File: src/rtl/fde_sequencer.sv
// fde_sequencer: fetch-decode-execute sequencer with ROM/execute handshakes, PC redirection, halt and retire count
module fde_sequencer #(
  parameter int PC_WIDTH = 16,
  parameter int INSTR_WIDTH = 41,
  parameter int OPCODE_WIDTH = 9,
  parameter logic [PC_WIDTH-1:0] RESET_PC = '0,
  parameter int COUNT_WIDTH = 32
) (
  input  logic                    clock,
  input  logic                    reset,
  output logic                    rom_req,
  output logic [PC_WIDTH-1:0]     rom_addr,
  input  logic                    rom_ack,
  input  logic [INSTR_WIDTH-1:0]  rom_data,
  output logic [INSTR_WIDTH-1:0]  ir,
  output logic [OPCODE_WIDTH-1:0] opcode,
  output logic                    decode_valid,
  output logic                    exec_start,
  input  logic                    exec_done,
  input  logic                    branch_taken,
  input  logic [PC_WIDTH-1:0]     branch_target,
  input  logic                    halt_req,
  output logic                    halted,
  output logic [PC_WIDTH-1:0]     pc,
  output logic [COUNT_WIDTH-1:0]  retired
);
  typedef enum logic [1:0] {FETCH, DECODE, EXECUTE, HALT} state_t;
  state_t state, state_nx;
  logic retire;
  always_comb begin
    retire = (state == EXECUTE) && exec_done;
    state_nx = (state == FETCH)   ? (rom_ack ? DECODE : FETCH) :
               (state == DECODE)  ? EXECUTE :
               (state == EXECUTE) ? (exec_done ? (halt_req ? HALT : FETCH) : EXECUTE) :
                                    HALT;
  end
  assign rom_req = (state == FETCH);
  assign rom_addr = pc;
  // decode_valid and exec_start both fire in the first EXECUTE cycle, when opcode lands
  always_ff @(posedge clock) begin
    if (reset) begin
      state <= FETCH;
      pc <= RESET_PC;
      ir <= '0;
      opcode <= '0;
      decode_valid <= 1'b0;
      exec_start <= 1'b0;
      halted <= 1'b0;
      retired <= '0;
    end else begin
      state <= state_nx;
      decode_valid <= (state == DECODE);
      exec_start <= (state == DECODE);
      halted <= (state_nx == HALT);
      if (state == FETCH && rom_ack) ir <= rom_data;
      if (state == DECODE) opcode <= ir[OPCODE_WIDTH-1:0];
      if (retire) begin
        pc <= branch_taken ? branch_target : pc + 1'b1;
        retired <= retired + 1'b1;
      end
    end
  end
endmodule
File: config.mk
export PLATFORM = sky130hd
export DESIGN_NAME = fde_sequencer
export DESIGN_NICKNAME = d
export VERILOG_FILES = /design/src/rtl/fde_sequencer.sv
export SDC_FILE = /design/constraint.sdc
export NUM_CORES = 1
export LEC_CHECK = 0
export CAP_MARGIN = 20
export CORE_ASPECT_RATIO = 0.8
export CORE_UTILIZATION = 34
export DETAILED_ROUTE_END_ITERATION = 8
export PLACE_DENSITY = 0.66
export SETUP_SLACK_MARGIN = 0.3
export SLEW_MARGIN = 30
export SYNTH_ARGS = -nofsm -noshare
export SYNTH_HDL_FRONTEND = slang
export SYNTH_SLANG_ARGS = --single-unit
File: constraint.sdc
create_clock -name clock -period 2.2 [get_ports clock]
set_input_delay 0.55 -clock clock [delete_from_list [all_inputs] [get_ports clock]]
set_output_delay 0.55 -clock clock [all_outputs]
set_load 0.005 [all_outputs]
==> flow_metrics.env <==
export IMPL_syn_inst=562
export IMPL_synth_area_um2=4513
export IMPL_p_sw_uw=1016
export IMPL_grt_use_total_pct=19.88
export IMPL_synth_edf_count=0
export IMPL_htreeDepth=3
export IMPL_status="complete, no violations"
export IMPL_r2r_end="retired[25]"
export IMPL_yosys_warnings=0
export IMPL_cts_buffers=9
export IMPL_p_leak_uw=0.002546
export IMPL_synth_largest_area_cell="dfxtp_1"
export IMPL_slew_headroom_pct=57.44
export IMPL_crit_arrival_ps=2270
export IMPL_ff2ff_path_depth=5
export IMPL_grt_first_pass_wirelength_um=21620
export IMPL_p_int_uw=3087
export IMPL_synth_compound_area_share_pct=17.27
export IMPL_multiInputGateArea_um2=2277
export IMPL_drv_slew=0
export IMPL_synth_area_per_cell_um2=8.030
export IMPL_timing_hold_worst_start="ir[17]"
export IMPL_hold_path_class="register to register"
export IMPL_cts_tree="done"
export IMPL_skew_ps=9.909
export IMPL_synth_mux_area_share_pct=1.137
export IMPL_layout_common_cells="170 x clkdlybuf4s50_1, 130 x nand2_1, 74 x a21oi_1"
export IMPL_netlist_cell_type_count=48
export IMPL_hold_buffers=0
export IMPL_timing_rr_start="retired[3]"
export IMPL_detail_route_wl_per_cell_um=14.66
export IMPL_io_pins=181
export IMPL_drc=0
export IMPL_rrSetupSlack_ps=220
export IMPL_n_antenna_cell=0
export IMPL_start_util_pct=34.94
export IMPL_drt_total_wl_um=13440
export IMPL_combPwrFrac_pct=14.0
export IMPL_path_max_fanout=7
export IMPL_ir_drop_v=0.0003485
export IMPL_rsz0062_at_grt="yes"
export IMPL_fin_ws_ps=216.7
export IMPL_drive_gt1_share_pct=16.98
export IMPL_seq_area_um2=2107
export IMPL_synth_xor_area_share_pct=1.941
export IMPL_die_w_um=130.8
export IMPL_gp_congestion=0.8038
export IMPL_critPathCaptureType="register"
export IMPL_drt_iter0_drc=248
export IMPL_antenna_found_initial=0
export IMPL_io_buffers=180
export IMPL_clock_sinks=102
export IMPL_max_freq_ghz=0.5042
export IMPL_die_area_um2=13740
export IMPL_post_synth_fa_ha_maj_area_fraction_pct=0.5545
export IMPL_clock_power_share_pct=38.1
export IMPL_yosys_top_cells_area="dfxtp_1 45%, nand2_1 11%, a21oi_1 9.4%"
export IMPL_worstSetupPathType="register to register"
export IMPL_cp_required_ps=2480
export IMPL_fillers=1199
export IMPL_whs_path_depth=2
export IMPL_clk_pin_slew_ps=70
export IMPL_max_cap_violations=0
export IMPL_die_h_um=105.1
export IMPL_overflow=0
export IMPL_async_flop_share_pct=0
export IMPL_syn2layout_area_growth_pct=58.00
export IMPL_setup_viol=0
export IMPL_p_sw_share_pct=24.77
export IMPL_vias_per_cell=5.100
export IMPL_pwr_share_seq_pct=47.9
export IMPL_tightest_slew_ps=637.0
export IMPL_final_util_pct=55.21
export IMPL_dr_pass1_iters=4
export IMPL_synth_seq_cells=102
export IMPL_ant_nets=0
export IMPL_pre_cts_ws_ps=-325.0
export IMPL_worstSkewPairLatency_ps=340
export IMPL_finalCritPeriodShare_pct=90.15
export IMPL_clockRootBuffer="clkbuf_16"
export IMPL_synthSimpleGateAreaFrac_pct=26.12
export IMPL_grt_max_degree=43
export IMPL_fin_nets=802
export IMPL_period_minus_slack_ps=1983
export IMPL_yosysTopAreaCellShare_pct=45.25
export IMPL_hold_viol=0
export IMPL_ys_seq_area_share_pct=45.25
export IMPL_synth_nets=627
export IMPL_holdPathEnd="ir[17]"
export IMPL_num_rows=37
export IMPL_vias=4677
export IMPL_worstSetupStartpointType="register"
export IMPL_powerDensity_nw_per_um2=575.4
export IMPL_grt_pass1_vias=4363
export IMPL_synth_ff_type="dfxtp_1"
export IMPL_cts_buffer_depth=2
export IMPL_core_um2=12920
export IMPL_synth_top_family_by_area="simple AND/OR/NAND/NOR gates"
export IMPL_hpwl_um=9049
export IMPL_final_common_cell="clkdlybuf4s50_1"
-- stage by stage --
step / area (µm²) / hold slack (ps) / TNS, ps / power (µW) / instances
2_1_floorplan: 4554 / 450.0 / 0 / 2239 / 562
3_3_place_gp: 6472 / 441.9 / -3957 / 2583 / 885
3_5_place_dp: 6472 / 447.7 / -4833 / 2592 / 885
4_1_cts: 6940 / 457.9 / 0 / 4164 / 913
5_1_grt: 7131 / 480.0 / 0 / 4296 / 917
6_report: 7131 / 454.2 / 0 / 4103 / 917
-- synth_stat cells, types with 4 or more instances --
cell type,instances
a211oi_1,4
a21oi_1,85
a31oi_1,6
and3_1,5
buf_4,17
clkbuf_1,28
dfxtp_1,102
inv_1,5
mux2i_1,4
nand2_1,130
nand3_1,25
nand4_1,13
nor2_1,17
nor2b_1,4
nor3_1,7
o21ai_0,17
o31ai_1,13
or3_1,10
or4_1,15
xnor2_1,4
xor2_1,6
-- power groups by stage --
stage | registers (µW) | logic [µW] | clock network [µW]
finish | 1970 | 576 | 1560
global route | 1980 | 637 | 1680
CTS | 1970 | 583 | 1610
detailed placement | 2010 | 577 | 0
global placement | 2010 | 571 | 0
floorplan | 2020 | 224 | 0
-- registers in the layout, indices dropped and copies added, names as in the netlist --
signal,cells
state,2
opcode,9
halted,1
exec_start,1
retired,32
pc,16
ir,41
-- critical path, cell delays in order, from the launching register on --
cell,delay [ps]
dfxtp_4,380
and4_4,250
or4b_4,500
buf_8,160
or4_1,490
a21oi_2,140
-- cell type report --
cell class	count	share of cell area (%)
timing repair buffer	220	31.09
clock buffer	11	3.562
tap	175	3.071
multi-input combinational	399	31.94
clock inverter	5	0.5264
sequential	102	29.55
inverter	5	0.2632
-- what timing repair did --
action / CTS / global route
endpoints found under the setup margin: 40 / 49
gates resized for setup: 39 / 51
pin swaps: 11 / 20
buffers inserted: 10 / 4
cloned: 2 / 0
-- metal layers --
metal	GRT usage (%)	share of wire [%]
met5	0	0
met4	5.829	0.92
met3	7.885	8.2
met2	30.99	47
met1	25.01	44
-- logic make-up after synthesis --
logic type,Yosys count
compound gates,137
xor+xnor,10
fa+ha+maj,2
buf+inv,61
flops,102
mux,5
simple gates,245
-- worst max path at each step --
stage | slack (ps) | cells past startpoint | from | to
5_1_grt | 150 | 5 | state[1] | retired[25]
2_1_floorplan | 300 | 5 | exec_done | retired[25]
6_report | 220 | 5 | retired[3] | retired[25]
3_3_place_gp | -300 | 6 | exec_done | retired[31]
3_5_place_dp | -330 | 6 | exec_done | retired[25]
4_1_cts | 220 | 5 | retired[7] | retired[25]
No activity file was read; power rests on OpenSTA's default activity.
==> RTL change, RTL diff (config.mk and constraints unchanged) <==
Re-encode `state_t` (4 states) as Gray code, 2 bits wide.
--- a/src/rtl/fde_sequencer.sv
+++ b/src/rtl/fde_sequencer.sv
@@ -26,3 +26,3 @@
 );
-  typedef enum logic [1:0] {FETCH, DECODE, EXECUTE, HALT} state_t;
+  typedef enum logic [1:0] {FETCH = 2'b00, DECODE = 2'b01, EXECUTE = 2'b11, HALT = 2'b10} state_t;
   state_t state, state_nx;
Check against the original RTL: same outputs for any inputs over 10 cycles, from zero or initial values and one cycle with reset high; not proved beyond that.
==> RTL change against the original RTL <==
  * Setup slack improved by 0.063 ns
  * Total power fell by 1.9%
  * Critical endpoint is now rom_req
  * Final area fell by 3.7%
  * Sequential cell count is the same
  * Register-to-register slack gained 0.16 ns
  * Clock power is essentially flat
  * Routed wire length down 0.19%
  * Maximum frequency rose by 3.3%
  * Area after synthesis up 0.39%
  * Core utilization is 2.0 points lower
  * Count of clock-buffer cells in the layout fell by 2
  * Largest power group unchanged
==> RTL change: results (changes against the original RTL) <==
[outcome]
status = finished clean

[sta]
hold_ws_ns = 0.453  ; -0.00119 ns
worst_clock_skew_ns = 0.00888  ; -0.00103 ns
tightest_slew_ns = 0.660  ; +0.0231 ns

[synth]
synth.avg_cell_area_um2 = 8.03  ; about the same
ys.flop_type = dfxtp_1
synth.area.top_cells = dfxtp_1, nand2_1, a21oi_1
synthTopCellsByCount = nand2_1, dfxtp_1, a21oi_1, clkbuf_1, nor2_1
ys_warn_count = 0  ; unchanged
synth_most_common_cell = nand2_1
yosysSeqAreaShare = 0.451  ; -0.00175
synth_fp_nets = 629  ; +0.32%
ys_types = 49  ; +2.1%

[pwr]
ir_worst_vdd_v = 0.000385  ; +10%
leakagePower_uw = 0.00233  ; -8.4%
switchingPower_uw = 1020  ; +0.75%

[place]
place_inst = 886  ; +0.11%
post-place-ws_ns = -0.0585  ; +0.266 ns
place.gp.congestion = 0.755  ; -6.1%
port_buffers = 180  ; unchanged
hpwl_mm = 9.39  ; +3.8%

[global_route]
grt_pass1_wl_mm = 21.2  ; -1.9%
grt_pass1_vias = 4295  ; -1.6%
grt_max_degree = 44  ; +2.3%
track_usage = 0.192  ; -0.00636

[min_path]
holdPathEnd = ir[25]$_SDFFE_PP0P_
hp-start = ir[25]$_SDFFE_PP0P_

[finish]
layout-drive-gt1-share = 0.112  ; -0.0573
fillCellCount = 1182  ; -1.4%
diodes = 0  ; unchanged
fin_nets = 789  ; -1.6%

[route]
drt_iter0_markers = 363  ; +46%
drt-vias-per-instance = 5.09  ; -0.23%
drt_wl_total_mm = 13.4  ; -0.19%
dr.pass1.iters = 5  ; +1
wl_per_cell_um = 14.8  ; +1.2%

[worst_setup_path]
r2r_end = retired[31]$_SDFFE_PP0P_
r2r-start = retired[11]$_SDFFE_PP0P_
timing.reg2reg.setup_slack_ns = 0.38  ; +0.16 ns
cp_slowest_cell = clkdlybuf4s50_1
slowest_delay_ns = 0.53  ; +0.03 ns
r2r.worst_path.cells = 4  ; -1
worstPathArrival_ns = 1.37  ; -0.90 ns

[clock_network]
clk_latency_ns = 0.35
clk_pin_slew_ns = 0.07  ; about the same
htree_levels = 3  ; unchanged
postCtsSetupBuffers = 0  ; -10

-- RTL change: worst max-delay path by stage --
stage                                        from                  endpoint  slack [ns]  cells after the start
after floorplan           retired[0]$_SDFFE_PP0P_  retired[26]$_SDFFE_PP0P_        0.49                      6
after global placement                  exec_done  retired[30]$_SDFFE_PP0P_        0.01                      6
after detailed placement                exec_done  retired[26]$_SDFFE_PP0P_       -0.06                      6
after CTS                     state[0]$_SDFF_PP0_                   rom_req        0.19                      2
after global routing          state[0]$_SDFF_PP0_                   rom_req        0.21                      2
final                         state[0]$_SDFF_PP0_                   rom_req        0.28                      2
-- RTL change: layout make-up --
type                    count  share of cell area
multi-input cells         401               0.324
clock inverters             7             0.00947
repair buffers            203               0.295
clock buffers               9              0.0328
inverters                   7             0.00383
well taps                 175              0.0319
flip-flops and latches    102               0.304
-- RTL change: layer usage --
layer | wire [um] | up-vias | share of wire | GRT usage
li1 | - | 2307 | - | -
met1 | 5970 | 2111 | 0.45 | 0.249
met2 | 6240 | 169 | 0.47 | 0.305
met3 | 1080 | 13 | 0.081 | 0.0645
met4 | 123 | 0 | 0.0092 | 0.0476
met5 | 0 | - | 0 | 0
-- RTL change: power by group through the flow --
stage	Clock (uW)	Combinational [uW]	Sequential, uW
floorplan	0	193	2000
global placement	0	503	1990
global route	1670	559	1960
CTS	1600	515	1960
detailed placement	0	511	2000
finish	1560	510	1960
-- RTL change: logic make-up (layout without fill, tap and decap cells) --
family | after synthesis | after routing | share of synthesized area
compound gates | 137 | 137 | 0.176
mux | 7 | 7 | 0.0157
fa+ha+maj | 2 | 2 | 0.00552
buf+inv | 63 | 226 | 0.0704
simple gates | 244 | 246 | 0.264
xor+xnor | 9 | 9 | 0.0174
flops | 102 | 102 | 0.451
-- RTL change: metrics by stage --
step / TNS (ns) / area [um^2]
6_report: 0 / 6870
5_1_grt: 0 / 6870
4_1_cts: 0 / 6800
3_5_place_dp: -0.228 / 6480
3_3_place_gp: 0 / 6480
2_1_floorplan: 0 / 4530
-- RTL change: what timing repair did --
item                       CTS  global route
setup endpoints to repair   36            37
gates resized for setup     16            23
cloned                       1             1
-- RTL change: critical path, delay by kind of cell, from the launching register on --
family / cells / cell delay, ns
buffers and inverters: 1 / 0.53
flip-flops: 1 / 0.36
AND/OR/NAND/NOR: 1 / 0.13
